## config.mk

```make
export PLATFORM = sky130hd
export DESIGN_NAME = tile_renderer
export DESIGN_NICKNAME = d
export VERILOG_FILES = /design/src/rtl/tile_pkg.sv /design/src/rtl/tile_ram.sv /design/src/rtl/tile_renderer.sv
export SDC_FILE = /design/constraint.sdc
export NUM_CORES = 2
export LEC_CHECK = 0
export BUFFER_PORTS_ARGS = -buffer_cell sky130_fd_sc_hd__buf_2
export CELL_PAD_IN_SITES_DETAIL_PLACEMENT = 0
export CELL_PAD_IN_SITES_GLOBAL_PLACEMENT = 2
export CORE_MARGIN = 3
export CORE_UTILIZATION = 53
export DETAILED_ROUTE_END_ITERATION = 10
export PLACE_DENSITY = 0.95
export SYNTH_ARGS = -nofsm -noshare
export SYNTH_HDL_FRONTEND = slang
export SYNTH_SLANG_ARGS = --single-unit
```

## constraint.sdc

```tcl
create_clock -name VGA_clk -period 67.2 [get_ports VGA_clk]
set_clock_uncertainty 0.2 [all_clocks]
set_input_delay 13.44 -clock VGA_clk [delete_from_list [all_inputs] [get_ports VGA_clk]]
set_output_delay 13.44 -clock VGA_clk [all_outputs]
set_load 0.1 [all_outputs]
```

## src/rtl/tile_pkg.sv

```systemverilog
// rtl/tile_pkg.sv - tile codes, palette and default geometry for the tile renderer
package tile_pkg;

  typedef enum logic [1:0] {
    TILE_EMPTY = 2'd0,
    TILE_BODY  = 2'd1,
    TILE_HEAD  = 2'd2,
    TILE_FOOD  = 2'd3
  } tile_code_e;

  typedef enum logic {
    ST_IDLE  = 1'b0,
    ST_CLEAR = 1'b1
  } clr_state_e;

  localparam logic [7:0] COLOUR_EMPTY = 8'h00;
  localparam logic [7:0] COLOUR_BODY  = 8'h1C;
  localparam logic [7:0] COLOUR_HEAD  = 8'hFC;
  localparam logic [7:0] COLOUR_FOOD  = 8'hE0;
  localparam logic [7:0] GRID_COLOUR  = 8'h49;

  localparam int DEF_TILE_SHIFT = 4;
  localparam int DEF_COLS       = 40;
  localparam int DEF_ROWS       = 30;

  function automatic logic [7:0] tile_colour(input logic [1:0] code);
    logic [7:0] c;
    case (code)
      TILE_EMPTY: c = COLOUR_EMPTY;
      TILE_BODY:  c = COLOUR_BODY;
      TILE_HEAD:  c = COLOUR_HEAD;
      default:    c = COLOUR_FOOD;
    endcase
    return c;
  endfunction

endpackage

```

## src/rtl/tile_ram.sv

```systemverilog
// rtl/tile_ram.sv - 2-bit tile map, one write port and one registered read port, no reset
module tile_ram #(
  parameter int DEPTH = 1200,
  parameter int AW    = 11
) (
  input  logic          VGA_clk,
  input  logic          we,
  input  logic [AW-1:0] waddr,
  input  logic [1:0]    wdata,
  input  logic [AW-1:0] raddr,
  output logic [1:0]    rdata
);

  logic [1:0] mem [DEPTH];

  always_ff @(posedge VGA_clk) begin
    if (we) begin
      mem[waddr] <= wdata;
    end
    rdata <= mem[raddr];
  end

endmodule

```

## src/rtl/tile_renderer.sv

```systemverilog
// rtl/tile_renderer.sv - 3-stage tile-map pixel renderer with write port and bulk clear
// Optional grid overlay on empty tiles when TILE_GRID_EN is defined.
module tile_renderer
  import tile_pkg::*;
#(
  parameter int TILE_SHIFT = DEF_TILE_SHIFT,
  parameter int COLS       = DEF_COLS,
  parameter int ROWS       = DEF_ROWS
) (
  input  logic        VGA_clk,
  input  logic        rst_n,
  input  logic [9:0]  xCount,
  input  logic [9:0]  yCount,
  input  logic        display,
  input  logic        VGA_hSync_in,
  input  logic        VGA_vSync_in,
  input  logic        wr_valid,
  input  logic [10:0] wr_addr,
  input  logic [1:0]  wr_data,
  output logic        wr_ready,
  input  logic        clear_req,
  output logic        busy,
  output logic [7:0]  rgb,
  output logic        VGA_hSync,
  output logic        VGA_vSync,
  output logic        frame_start
);

  localparam int          DEPTH     = COLS * ROWS;
  localparam logic [11:0] DEPTH_W   = 12'(DEPTH);
  localparam logic [10:0] LAST_ADDR = 11'(DEPTH - 1);

  clr_state_e  state_q, state_d;
  logic [10:0] clr_cnt_q, clr_cnt_d;
  logic        ram_we;
  logic [10:0] ram_waddr;
  logic [1:0]  ram_wdata;

  always_ff @(posedge VGA_clk) begin
    if (!rst_n) begin
      state_q   <= ST_IDLE;
      clr_cnt_q <= '0;
    end else begin
      state_q   <= state_d;
      clr_cnt_q <= clr_cnt_d;
    end
  end

  // A clear request pre-empts a same-cycle user write by dropping wr_ready.
  always_comb begin
    state_d   = state_q;
    clr_cnt_d = clr_cnt_q;
    wr_ready  = 1'b0;
    busy      = 1'b0;
    ram_we    = 1'b0;
    ram_waddr = wr_addr;
    ram_wdata = wr_data;
    case (state_q)
      ST_IDLE: begin
        wr_ready = !clear_req;
        if (clear_req) begin
          state_d   = ST_CLEAR;
          clr_cnt_d = '0;
        end else begin
          ram_we = wr_valid && ({1'b0, wr_addr} < DEPTH_W);
        end
      end
      ST_CLEAR: begin
        busy      = 1'b1;
        ram_we    = 1'b1;
        ram_waddr = clr_cnt_q;
        ram_wdata = TILE_EMPTY;
        clr_cnt_d = clr_cnt_q + 11'd1;
        if (clr_cnt_q == LAST_ADDR) begin
          state_d   = ST_IDLE;
          clr_cnt_d = '0;
        end
      end
      default: begin
        state_d   = ST_IDLE;
        clr_cnt_d = '0;
      end
    endcase
  end

  logic [9:0]  tile_x, tile_y;
  logic [10:0] pix_addr;
  logic [10:0] rd_addr_q;
  logic [1:0]  code;
  logic [7:0]  pix_colour;
  logic [2:0]  disp_q, hs_q, vs_q, org_q;

  assign tile_x   = xCount >> TILE_SHIFT;
  assign tile_y   = yCount >> TILE_SHIFT;
  assign pix_addr = 11'(32'(tile_y) * COLS + 32'(tile_x));

  tile_ram #(
    .DEPTH(DEPTH),
    .AW   (11)
  ) u_ram (
    .VGA_clk(VGA_clk),
    .we     (ram_we),
    .waddr  (ram_waddr),
    .wdata  (ram_wdata),
    .raddr  (rd_addr_q),
    .rdata  (code)
  );

`ifdef TILE_GRID_EN
  logic       on_grid;
  logic [1:0] grid_q;

  assign on_grid = display &&
                   ((xCount[TILE_SHIFT-1:0] == '0) || (yCount[TILE_SHIFT-1:0] == '0));

  always_ff @(posedge VGA_clk) begin
    if (!rst_n) begin
      grid_q <= '0;
    end else begin
      grid_q <= {grid_q[0], on_grid};
    end
  end

  assign pix_colour = ((code == TILE_EMPTY) && grid_q[1]) ? GRID_COLOUR : tile_colour(code);
`else
  assign pix_colour = tile_colour(code);
`endif

  // Index 0 aligns with the address register, 1 with the RAM output, 2 with rgb.
  always_ff @(posedge VGA_clk) begin
    if (!rst_n) begin
      rd_addr_q <= '0;
      disp_q    <= '0;
      hs_q      <= '1;
      vs_q      <= '1;
      org_q     <= '0;
      rgb       <= 8'h00;
    end else begin
      rd_addr_q <= display ? pix_addr : '0;
      disp_q    <= {disp_q[1:0], display};
      hs_q      <= {hs_q[1:0], VGA_hSync_in};
      vs_q      <= {vs_q[1:0], VGA_vSync_in};
      org_q     <= {org_q[1:0], (xCount == 10'd0) && (yCount == 10'd0)};
      rgb       <= disp_q[1] ? pix_colour : 8'h00;
    end
  end

  assign VGA_hSync   = hs_q[2];
  assign VGA_vSync   = vs_q[2];
  assign frame_start = org_q[2];

endmodule

```

==> reports/results.txt <==
The count of H-tree levels built during CTS was 4. Dividing the detail-routed wire length by the instance count gives 29.9 um. Traced cell by cell, the critical path runs through buf_2, or2_2, inv_1, buf_2. The mean number of vias per cell was 6.44.

Clock tree synthesis selected as its root buffer the cell sky130_fd_sc_hd__clkbuf_16. The tools report the count of hold-fix buffers inserted at cts as 0. Setup violations remaining at the end of the flow were counted as 0. The synthesized netlist devotes 0.0708% of its cell area to XOR and XNOR gates. The cell count after synthesis came out at 5651. After detailed placement, the design holds a cell count of 7824. The worst-case reg-to-reg path depth works out to 11. The worst hold path class is reg2reg.

The longest clock path from root to sink contains 3 buffers. Final layout net count: 5646. Setup slack on the critical path of the routed design comes to 39.02 ns.

The number of flip-flops and latches in the synthesized netlist is 2438. Among all flip-flop cells after synthesis, the most frequent one is sky130_fd_sc_hd__edfxtp_1. The adder-cell area share of the yosys netlist works out to 0.217%. The max-slew violation total from the final report was 0; the number of flops mapped to enable cells by yosys was 2400.

After synthesis, the share of flip-flops with an asynchronous set or reset is 0%. The clock net in this run drives a total of 2438 sinks. The mean cell area of the mapped netlist was 17.5 um^2. Max-cap violations in this run came to 0. The start-to-end type of the worst setup path was in2out. The core outline area is 184000 um^2. The most numerous cell type found on the critical path is sky130_fd_sc_hd__buf_2. Port buffering added 50 buffers.

Global routing finished with a remaining overflow of 0. The worst setup path is launched from an input port. Stage delay of the slowest cell on the critical path: 0.46 ns.

The first-pass iteration count of the detailed router came out at 5. The total number of vias is 53161, and the global placement routability congestion is 0.789. Measured along the y axis, the die boundary spans 438 um.

The HPWL after detailed placement came out at 133 mm. The number of cells traversed by the worst hold path was 1. The width of the die is 438 um.

The fraction of the cycle the final worst path needs is 41.9%. VDD sags by at most 0.0247 mV. For this run, design rule violations remaining after detail routing come to 0. The setup fix buffers added after clock tree synthesis was 0; the relative slew slack was 15.0%. Count of cell types in the netlist: 58. The run gives 0.0355 GHz as the highest clock rate. The finished layout holds 8252 standard cells, fillers aside. For the number of CTS-inserted buffers, the log shows 228. The maximum number of pins on one net before global-route repair is 259, and the violation count after the first detailed-routing iteration is 7373. Gates resized during post-CTS repair numbered 0. In this run the power density over the cells is 28.6 nW/um^2.

Setup total negative slack on the finished layout was measured at 0 ns. The basic-gate share of the synthesized area counting and, or, nand and nor cells was 6.68%. After synthesis the cells add up to 99000 um^2.

Relative to the synthesized area, the layout overhead comes to 10.3%. The run gives 247 mm as the total wire length after detailed routing. The dominant combinational cell family by area after synthesis was multiplexers.

The run gives 53.7% as the initial standard-cell utilization of the core. The flow ran to the end, and the final reports show no timing, DRC or antenna violations. The die covers 192000 um^2. The run gives 53 as the number of ports placed on the die boundary. The arrival time of data at the critical path endpoint was 14.54 ns. At the placement stage, the worst setup path has a slack of 39.01 ns.

Summed over all cells, the static leakage comes to 32.1 nW. The first global-routing pass estimated 359 mm of wire. The run gives 0 as the final-report hold violation count. The critical path capture point type was an output pin.

For this design, the slowest cell found on the critical path is sky130_fd_sc_hd__buf_2. For the via count of the first global-routing pass, the log shows 53770. Global routing used 25.7% of the available tracks across all layers.

At the pin with the least slew margin, the transition time is 1.27 ns. The remaining number of nets flagged by the antenna check after routing was 0; the peak fanout along the critical path was 9. Setup repair after global routing left no endpoint under its margin. TritonCTS built the clock tree. Summing the areas of all compound-gate instances in the mapped netlist gives 2.61% of the synthesized area. Proportion of synthesized area in mux cells: 14.9%. The clock period could shrink to 28.18 ns. For the number of antenna violations at the first check in global routing, the log shows 7. After synthesis, flip-flops and latches occupy 73.6% of the total area. The later pin in the worst-skew pair is clocked with a latency of 0.86 ns. Data on the critical path is required at its endpoint by 53.56 ns. Of the cells placed in the final design, the portion with a size suffix greater than 1 is 20.2%. For this run, the number of Yosys warnings is 0. The number of core rows is 157, and the clock-pin slew on the worst setup and hold paths is 0.06 ns.
## where the power goes
part	total [mW]	internal [mW]	switching, mW
Combinational	0.153	0.0461	0.107
Sequential	1.68	1.68	0.00358
Clock	1.29	0.731	0.560
Total	3.13	2.46	0.671
## metrics by stage
| stage | utilization [%] | hold slack [ns] | power, mW | area, um^2 |
|---|---|---|---|---|
| CTS | 59.3 | 0.221 | 3.14 | 109000 |
| global route | 59.3 | 0.250 | 3.21 | 109000 |
| floorplan | - | 0.186 | 1.86 | 99000 |
| finish | 59.3 | 0.220 | 3.13 | 109000 |
| detailed placement | 55.2 | 0.203 | 1.87 | 102000 |
| global placement | 55.2 | 0.196 | 1.87 | 102000 |
## sequential cells by signal, summed over array words and instances (netlist names)
name and flops:
u_ram.mem 2400, clr_cnt_q 11, rd_addr_q 11, hs_q 3
org_q 3, vs_q 3, disp_q 2, rgb 2
u_ram.rdata 2, state_q 1
## kinds of logic (layout without fill, tap and decap cells)
kind of cell	Yosys count	count (layout)
other cells	1	4
mux	712	712
fa+ha+maj	16	16
xor+xnor	8	8
compound gates	376	376
simple gates	1633	1633
buf+inv	467	601
flops	2438	2438
## final timing paths
kind | slack (ns) | start | endpoint
worst min register to register | 0.22 | hs_q[1]$_SDFF_PN1_ | hs_q[2]$_SDFF_PN1_
worst max register to register | 61.09 | rd_addr_q[1]$_SDFF_PN0_ | u_ram.rdata[1]$_DFF_P_
worst max-delay path | 39.02 | clear_req | wr_ready
worst min-delay path | 0.22 | hs_q[1]$_SDFF_PN1_ | hs_q[2]$_SDFF_PN1_
## Yosys cell counts, types with 9 or more instances
library cell	number	area, um^2
sky130_fd_sc_hd__inv_1	17	63.8
sky130_fd_sc_hd__nand2_1	130	488
sky130_fd_sc_hd__mux4_2	604	13600
sky130_fd_sc_hd__a31oi_1	15	93.8
sky130_fd_sc_hd__mux2i_1	89	891
sky130_fd_sc_hd__nor3_1	30	150
sky130_fd_sc_hd__o21ai_0	15	75.1
sky130_fd_sc_hd__and3_1	11	68.8
sky130_fd_sc_hd__buf_1	59	221
sky130_fd_sc_hd__buf_2	79	395
sky130_fd_sc_hd__o22ai_1	10	62.6
sky130_fd_sc_hd__nand3_1	54	270
sky130_fd_sc_hd__nor2b_1	43	269
sky130_fd_sc_hd__nor2_1	1277	4790
sky130_fd_sc_hd__a211oi_1	26	195
sky130_fd_sc_hd__a22oi_1	162	1220
sky130_fd_sc_hd__edfxtp_1	2400	72100
sky130_fd_sc_hd__ha_1	14	175
sky130_fd_sc_hd__mux2_2	19	214
sky130_fd_sc_hd__nand2b_1	23	144
sky130_fd_sc_hd__nor4_1	28	175
sky130_fd_sc_hd__buf_4	21	158
sky130_fd_sc_hd__dfxtp_1	38	761
sky130_fd_sc_hd__and2_1	9	56.3
sky130_fd_sc_hd__clkbuf_1	286	1070
sky130_fd_sc_hd__nand4_1	11	68.8
sky130_fd_sc_hd__a21oi_1	94	470
## per-layer routing
layer / wire (um) / GRT usage [%]
met3: 25100 / 5.31
met5: 0 / 0
met4: 7990 / 8.01
met2: 123000 / 42.6
met1: 90500 / 34.7
## worst max-delay path: cells and delay by family
family / cells / cell delay [ns]
buffers and inverters: 3 / 0.74
AND/OR/NAND/NOR: 1 / 0.35
## cells in the final DEF, fill, tap and decap left out, types with 30 or more instances in the layout
master / count
sky130_fd_sc_hd__nor2b_1: 38
sky130_fd_sc_hd__clkinv_1: 47
sky130_fd_sc_hd__clkbuf_16: 230
sky130_fd_sc_hd__a21oi_1: 94
sky130_fd_sc_hd__nand2_1: 130
sky130_fd_sc_hd__mux2i_1: 89
sky130_fd_sc_hd__nor2_1: 1270
sky130_fd_sc_hd__mux4_2: 604
sky130_fd_sc_hd__buf_4: 101
sky130_fd_sc_hd__buf_2: 50
sky130_fd_sc_hd__nor3_1: 30
sky130_fd_sc_hd__nand3_1: 30
sky130_fd_sc_hd__dfxtp_1: 32
sky130_fd_sc_hd__clkinv_2: 45
sky130_fd_sc_hd__a22oi_1: 162
sky130_fd_sc_hd__edfxtp_1: 2400
sky130_fd_sc_hd__clkbuf_1: 47
## final cells by class
type | count | area, um^2
antenna | 2 | 5.00
clock buffer | 282 | 6000
clock inverter | 144 | 1490
fill | 13137 | 75000
inverter | 18 | 70.1
multi-input combinational | 2747 | 24600
sequential | 2438 | 72800
tap | 2464 | 3080
timing repair buffer | 157 | 1130
Power figures use the tool's default switching activity.
